File: config.mk
export PLATFORM = sky130hd
export DESIGN_NAME = watch_fnd_ctrl
export DESIGN_NICKNAME = d
export VERILOG_FILES = /design/src/rtl/watch_fnd_pkg.sv /design/src/rtl/watch_fnd_ctrl_bcd_decoder.sv /design/src/rtl/watch_fnd_ctrl.sv
export SDC_FILE = /design/constraint.sdc
export NUM_CORES = 1
export LEC_CHECK = 0
export ABC_AREA = 1
export BUFFER_PORTS_ARGS = -buffer_cell sky130_fd_sc_hd__buf_2
export CAP_MARGIN = 20
export CORE_ASPECT_RATIO = 1.5
export CORE_MARGIN = 1
export CORE_UTILIZATION = 25
export CTS_BUF_LIST = sky130_fd_sc_hd__clkbuf_8
export DETAILED_ROUTE_END_ITERATION = 10
export GPL_TIMING_DRIVEN = 0
export PLACE_DENSITY = 0.43
export SYNTH_ARGS = -nofsm -noshare
export SYNTH_HDL_FRONTEND = slang
export SYNTH_HIERARCHICAL = 1
export SYNTH_SLANG_ARGS = --single-unit
File: constraint.sdc
create_clock -name clk -period 6.3 [get_ports clk]
set_input_delay 1.26 -clock clk [delete_from_list [all_inputs] [get_ports clk]]
set_output_delay 1.26 -clock clk [all_outputs]
set_load 0.02 [all_outputs]
File: src/rtl/watch_fnd_pkg.sv
// Shared constants for the watch FND driver: active-low segment patterns,
// blank code, decimal-point bit position and digit-select indices.
package watch_fnd_pkg;

  // Patterns ordered {dp,g,f,e,d,c,b,a}, active-low, dp off
  localparam logic [7:0] SEG_0 = 8'hC0;
  localparam logic [7:0] SEG_1 = 8'hF9;
  localparam logic [7:0] SEG_2 = 8'hA4;
  localparam logic [7:0] SEG_3 = 8'hB0;
  localparam logic [7:0] SEG_4 = 8'h99;
  localparam logic [7:0] SEG_5 = 8'h92;
  localparam logic [7:0] SEG_6 = 8'h82;
  localparam logic [7:0] SEG_7 = 8'hF8;
  localparam logic [7:0] SEG_8 = 8'h80;
  localparam logic [7:0] SEG_9 = 8'h90;

  localparam logic [7:0] SEG_BLANK = 8'hFF;
  localparam int         DP_BIT    = 7;

  localparam logic [1:0] DIGIT_0 = 2'd0;
  localparam logic [1:0] DIGIT_1 = 2'd1;
  localparam logic [1:0] DIGIT_2 = 2'd2;
  localparam logic [1:0] DIGIT_3 = 2'd3;

  function automatic logic [7:0] seg_of(input logic [3:0] digit);
    case (digit)
      4'd0:    return SEG_0;
      4'd1:    return SEG_1;
      4'd2:    return SEG_2;
      4'd3:    return SEG_3;
      4'd4:    return SEG_4;
      4'd5:    return SEG_5;
      4'd6:    return SEG_6;
      4'd7:    return SEG_7;
      4'd8:    return SEG_8;
      4'd9:    return SEG_9;
      default: return SEG_BLANK;
    endcase
  endfunction

endpackage

File: src/rtl/watch_fnd_ctrl_bcd_decoder.sv
// fnd_bcd_decoder: one decimal digit plus dp enable to an active-low
// 7-segment pattern; codes 10..15 blank the digit entirely.
module fnd_bcd_decoder
  import watch_fnd_pkg::*;
(
  input  logic [3:0] i_digit,
  input  logic       i_dp_en,
  output logic [7:0] o_seg
);

  logic [7:0] w_seg;

  always_comb begin
    w_seg = seg_of(i_digit);
    if ((i_digit <= 4'd9) && i_dp_en) begin
      w_seg[DP_BIT] = 1'b0;
    end
  end

  assign o_seg = w_seg;

endmodule

File: src/rtl/watch_fnd_ctrl.sv
// 4-digit common-anode FND scanner showing sec.msec or hour.minute.
// Define FND_DOT_BLINK_EN to blink the separator dot at 1 Hz from i_msec.
module watch_fnd_ctrl
  import watch_fnd_pkg::*;
#(
  parameter int SCAN_COUNT = 100_000
)(
  input  logic       clk,
  input  logic       p_rst,
  input  logic       i_mode,
  input  logic [6:0] i_msec,
  input  logic [5:0] i_sec,
  input  logic [5:0] i_minute,
  input  logic [4:0] i_hour,
  output logic [3:0] o_fnd_com,
  output logic [7:0] o_fnd_data
);

  localparam int                CNT_W    = (SCAN_COUNT > 2) ? $clog2(SCAN_COUNT) : 1;
  localparam logic [CNT_W-1:0]  CNT_LAST = CNT_W'(SCAN_COUNT - 1);

  logic [CNT_W-1:0] r_scan_cnt;
  logic [1:0]       r_sel;
  logic             w_tick;

  assign w_tick = (r_scan_cnt == CNT_LAST);

  // NOTE: all state uses non-blocking assignments so every register samples
  // the pre-edge value of its neighbours; the async reset sits in the list.
  always_ff @(posedge clk or posedge p_rst) begin
    if (p_rst) begin
      r_scan_cnt <= '0;
      r_sel      <= DIGIT_0;
    end else begin
      r_scan_cnt <= w_tick ? '0 : r_scan_cnt + CNT_W'(1);
      if (w_tick) begin
        r_sel <= r_sel + 2'd1;
      end
    end
  end

  // Pick the field for the current digit pair; each field fits in 7 bits
  logic [6:0] w_field;
  logic       w_tens_pos;
  logic [3:0] w_digit;
  logic       w_dp_en;
  logic [7:0] w_seg;

  always_comb begin
    w_field    = '0;
    w_tens_pos = r_sel[0];
    case ({i_mode, r_sel[1]})
      2'b00:   w_field = i_msec;
      2'b01:   w_field = {1'b0, i_sec};
      2'b10:   w_field = {1'b0, i_minute};
      default: w_field = {2'b00, i_hour};
    endcase
    w_digit = w_tens_pos ? 4'((w_field / 7'd10) % 7'd10) : 4'(w_field % 7'd10);
  end

`ifdef FND_DOT_BLINK_EN
  assign w_dp_en = (r_sel == DIGIT_2) && (i_msec < 7'd50);
`else
  assign w_dp_en = (r_sel == DIGIT_2);
`endif

  fnd_bcd_decoder u_decoder (
    .i_digit (w_digit),
    .i_dp_en (w_dp_en),
    .o_seg   (w_seg)
  );

  always_ff @(posedge clk or posedge p_rst) begin
    if (p_rst) begin
      o_fnd_com  <= 4'b1111;
      o_fnd_data <= SEG_BLANK;
    end else begin
      o_fnd_com  <= ~(4'b0001 << r_sel);
      o_fnd_data <= w_seg;
    end
  end

endmodule

==> metrics.md <==
| Metric | Value |
|---|---|
| Leakage power | 1.47 nW |
| GRT Overall Usage | 12.4% |
| First-pass GRT wire length | 9320 um |
| Final Worst Setup Slack | 1.62 ns |
| Cell with the largest stage delay on the worst path | sky130_fd_sc_hd__a21oi_1 |
| # clock sinks | 31 |
| Worst Setup Slack post-DPL | 1.23 ns |
| Initial antenna violation count | 0 |
| Vias per Instance | 4.37 |
| Required time of the critical path | 6.53 ns |
| Height of the die | 120 um |
| Crit path largest cell delay | 0.29 ns |
| Insertion delay to the later sink of the worst-skew pair | 0.29 ns |
| Die outline width | 80.4 um |
| CTS H-tree lvls | 2 |
| Maximum clock insertion buffer count | 2 |
| 1st-pass router iterations | 4 |
| Syn_nets | 370 |
| Unrepaired setup endpoints after global routing | no |
| Synth cell types | 35 |
| Kind of cell adding the most delay to the critical path | simple AND/OR/NAND/NOR gates |
| Worst-case headroom to the max-slew limit | 54.2% |
| Worst path arrival time | 4.92 ns |
| Number of nets at the end of the flow | 416 |
| Crit Path Max Fanout | 7 |
| Count of state elements after synthesis | 31 |
| Portion of the post-synthesis area used by sequential elements | 34.3% |
| Maximum number of pins on one net before global-route repair | 17 |
| Slew Viols, Final | 0 |
| Final Cycle Share | 74.3% |
| Count of instances resized after the clock tree is built | 0 |
| Post-route cell area | 0.00278 mm^2 |
| Avg Synthesized Cell Area | 6.99 um^2 |
| Fraction of layout instances using a drive strength above 1 | 24.7% |
| Post-detail-place hpwl | 4180 um |
| Post-route antenna net violation count | 0 |
| Buffers plus inverters on the worst setup path | 7 |
| Worst Setup Path Type | input pin to register |
| Cell seen most often among critical-path stages | sky130_fd_sc_hd__nand2_1 |
| Buffer cell driving the clock tree root | sky130_fd_sc_hd__clkbuf_8 |
| Post-detailed-route DRC marker count | 0 |
| CTS buffer count | 5 |
| Standard-cell rows | 42 |
| RD Place Congestion | 0.751 |
| Total negative setup slack | 0 ns |
| Highest achievable clock rate | 213 MHz |
| Total wire length after detailed routing | 5070 um |
| Final worst clock skew | 0.00738 ns |
| Number of hold buffers added after cts | 0 |
| Tightest Hold Check Type | register to register |
| Post-DR wirelength/cell | 10.4 um |
| Outcome | completed |
| Remaining global-route overflow | 0 |
| Effective utilization at floorplan | 26.0% |
| Fin crit period | 4.68 ns |
| TritonCTS clock tree | yes |
| Clock-pin slew on the worst setup and hold paths | 0.07 ns |
| Pwr/cell area | 252 mW/mm^2 |
| Count of buffers added by post-CTS timing repair for setup | 0 |
| Number of global-route vias before repair | 2197 |
| VDD IR max | 217 uV |
| Overall die area | 0.00962 mm^2 |
| Number of ports placed on the die boundary | 39 |
| Cell count after synthesis | 330 |
| Critical Path Source Type | input pin |
| Number of I/O port buffers | 38 |
| Count of yosys warnings during synthesis | 6 |
| Initial detailed-routing violation count | 75 |
| Max capacitance violation total | 0 |
| Final-report hold violation count | 0 |
| Number of inserted diodes | 0 |
| Area grow syn2layout | 20.5% |
| Total of endpoints with negative setup slack in the final report | 0 |
| Actual transition at the worst max-transition pin | 0.687 ns |
| Placeable Area | 0.00888 mm^2 |
| Post-synthesis instance area | 0.00231 mm^2 |
| Via total after detailed routing | 2126 |
| Placed Instance Area | 0.00266 mm^2 |
| CP endpoint kind | register |
final timing paths:
check / from / end / slack (ns) / depth (start not counted)
setup reg to reg: r_sel[1]$_DFFE_PP0N_ / o_fnd_data[3]$_DFF_PP1_ / 2.19 / 28
hold reg to reg: r_scan_cnt[0]$_DFF_PP0_ / r_scan_cnt[0]$_DFF_PP0_ / 0.48 / 1
setup / recovery: i_mode / o_fnd_data[3]$_DFF_PP1_ / 1.62 / 29
min in group asynchronous: p_rst / r_scan_cnt[10]$_DFF_PP0_ / 1.06 / 2
max in group asynchronous: p_rst / o_fnd_com[0]$_DFF_PP1_ / 4.64 / 3
hold / removal: r_scan_cnt[0]$_DFF_PP0_ / r_scan_cnt[0]$_DFF_PP0_ / 0.48 / 1
synth_stat cells, drive strengths merged:
master / instances / area [um^2]
inv: 75 / 282
nand2: 95 / 379
o221ai: 1 / 8.76
nand3: 31 / 183
dfrtp: 19 / 475
o21ai: 18 / 105
o21bai: 2 / 22.5
xor2: 4 / 42.6
a21oi: 10 / 57.6
o211ai: 1 / 7.51
nor3: 3 / 15.0
dfstp: 12 / 315
xnor2: 1 / 8.76
nor4: 5 / 31.3
a31oi: 1 / 6.26
or2: 3 / 18.8
nand4: 8 / 56.3
ha: 13 / 163
a22o: 2 / 17.5
nor2: 25 / 104
a22oi: 1 / 7.51
cells in the final DEF (no fill, tap or decap), types with 2 or more instances in the layout:
cell type	synthesis	routed
sky130_fd_sc_hd__xor2_1	3	3
sky130_fd_sc_hd__clkbuf_8	0	6
sky130_fd_sc_hd__dfrtp_1	19	19
sky130_fd_sc_hd__a21oi_2	2	2
sky130_fd_sc_hd__nand3_2	3	3
sky130_fd_sc_hd__nand2_1	86	86
sky130_fd_sc_hd__dfstp_2	12	12
sky130_fd_sc_hd__o21ai_0	13	13
sky130_fd_sc_hd__a22o_1	2	2
sky130_fd_sc_hd__nand2_2	9	9
sky130_fd_sc_hd__buf_2	0	38
sky130_fd_sc_hd__o21ai_1	3	3
sky130_fd_sc_hd__nand3_1	27	27
sky130_fd_sc_hd__nand4_1	7	7
sky130_fd_sc_hd__nor4_1	5	5
sky130_fd_sc_hd__nor2_1	23	23
sky130_fd_sc_hd__inv_2	10	10
sky130_fd_sc_hd__o21bai_2	2	2
sky130_fd_sc_hd__inv_1	65	65
sky130_fd_sc_hd__a21oi_1	8	8
sky130_fd_sc_hd__nor3_1	3	3
sky130_fd_sc_hd__ha_1	13	13
flip-flops by register name, summed over array words and instances, names as in the netlist:
name	flops
o_fnd_com	4
r_sel	2
r_scan_cnt	17
o_fnd_data	8
layout make-up:
class / count / area (um^2)
inverter: 75 / 282
tap: 110 / 138
timing repair buffer: 39 / 218
sequential: 31 / 791
clock inverter: 2 / 35.0
multi-input combinational: 224 / 1230
clock buffer: 6 / 82.6
fill: 990 / 6100
kinds of logic (layout without fill, tap and decap cells):
group / count (synthesis) / in the layout / synth area share, %
simple gates: 170 / 170 / 34.1
flops: 31 / 31 / 34.3
buf+inv: 75 / 122 / 12.2
xor+xnor: 5 / 5 / 2.23
fa+ha+maj: 13 / 13 / 7.05
compound gates: 36 / 36 / 10.1
where the power goes:
part | switching [W] | internal, W | total (W)
combinational | 0.000168 | 0.0000826 | 0.000250
clock | 0.0000786 | 0.000128 | 0.000206
sequential | 0.00000439 | 0.000239 | 0.000243
total | 0.000251 | 0.000449 | 0.000700
layer usage:
layer	part of all wire (%)	GRT usage (%)
met3	2.8	2.36
met5	0	0
met1	40	12.8
met2	55	23.4
met4	2.5	5.69
per-stage QoR:
stage | cells | hold slack [ns] | util (%) | power [W]
2_1_floorplan | 330 | 0.433 | - | 0.000437
3_3_place_gp | 478 | 0.463 | 29.7 | 0.000500
3_5_place_dp | 479 | 0.470 | 30.0 | 0.000502
4_1_cts | 487 | 0.480 | 31.3 | 0.000715
5_1_grt | 487 | 0.523 | 31.3 | 0.000759
6_report | 487 | 0.480 | 31.3 | 0.000700
Power figures use the tool's default switching activity.
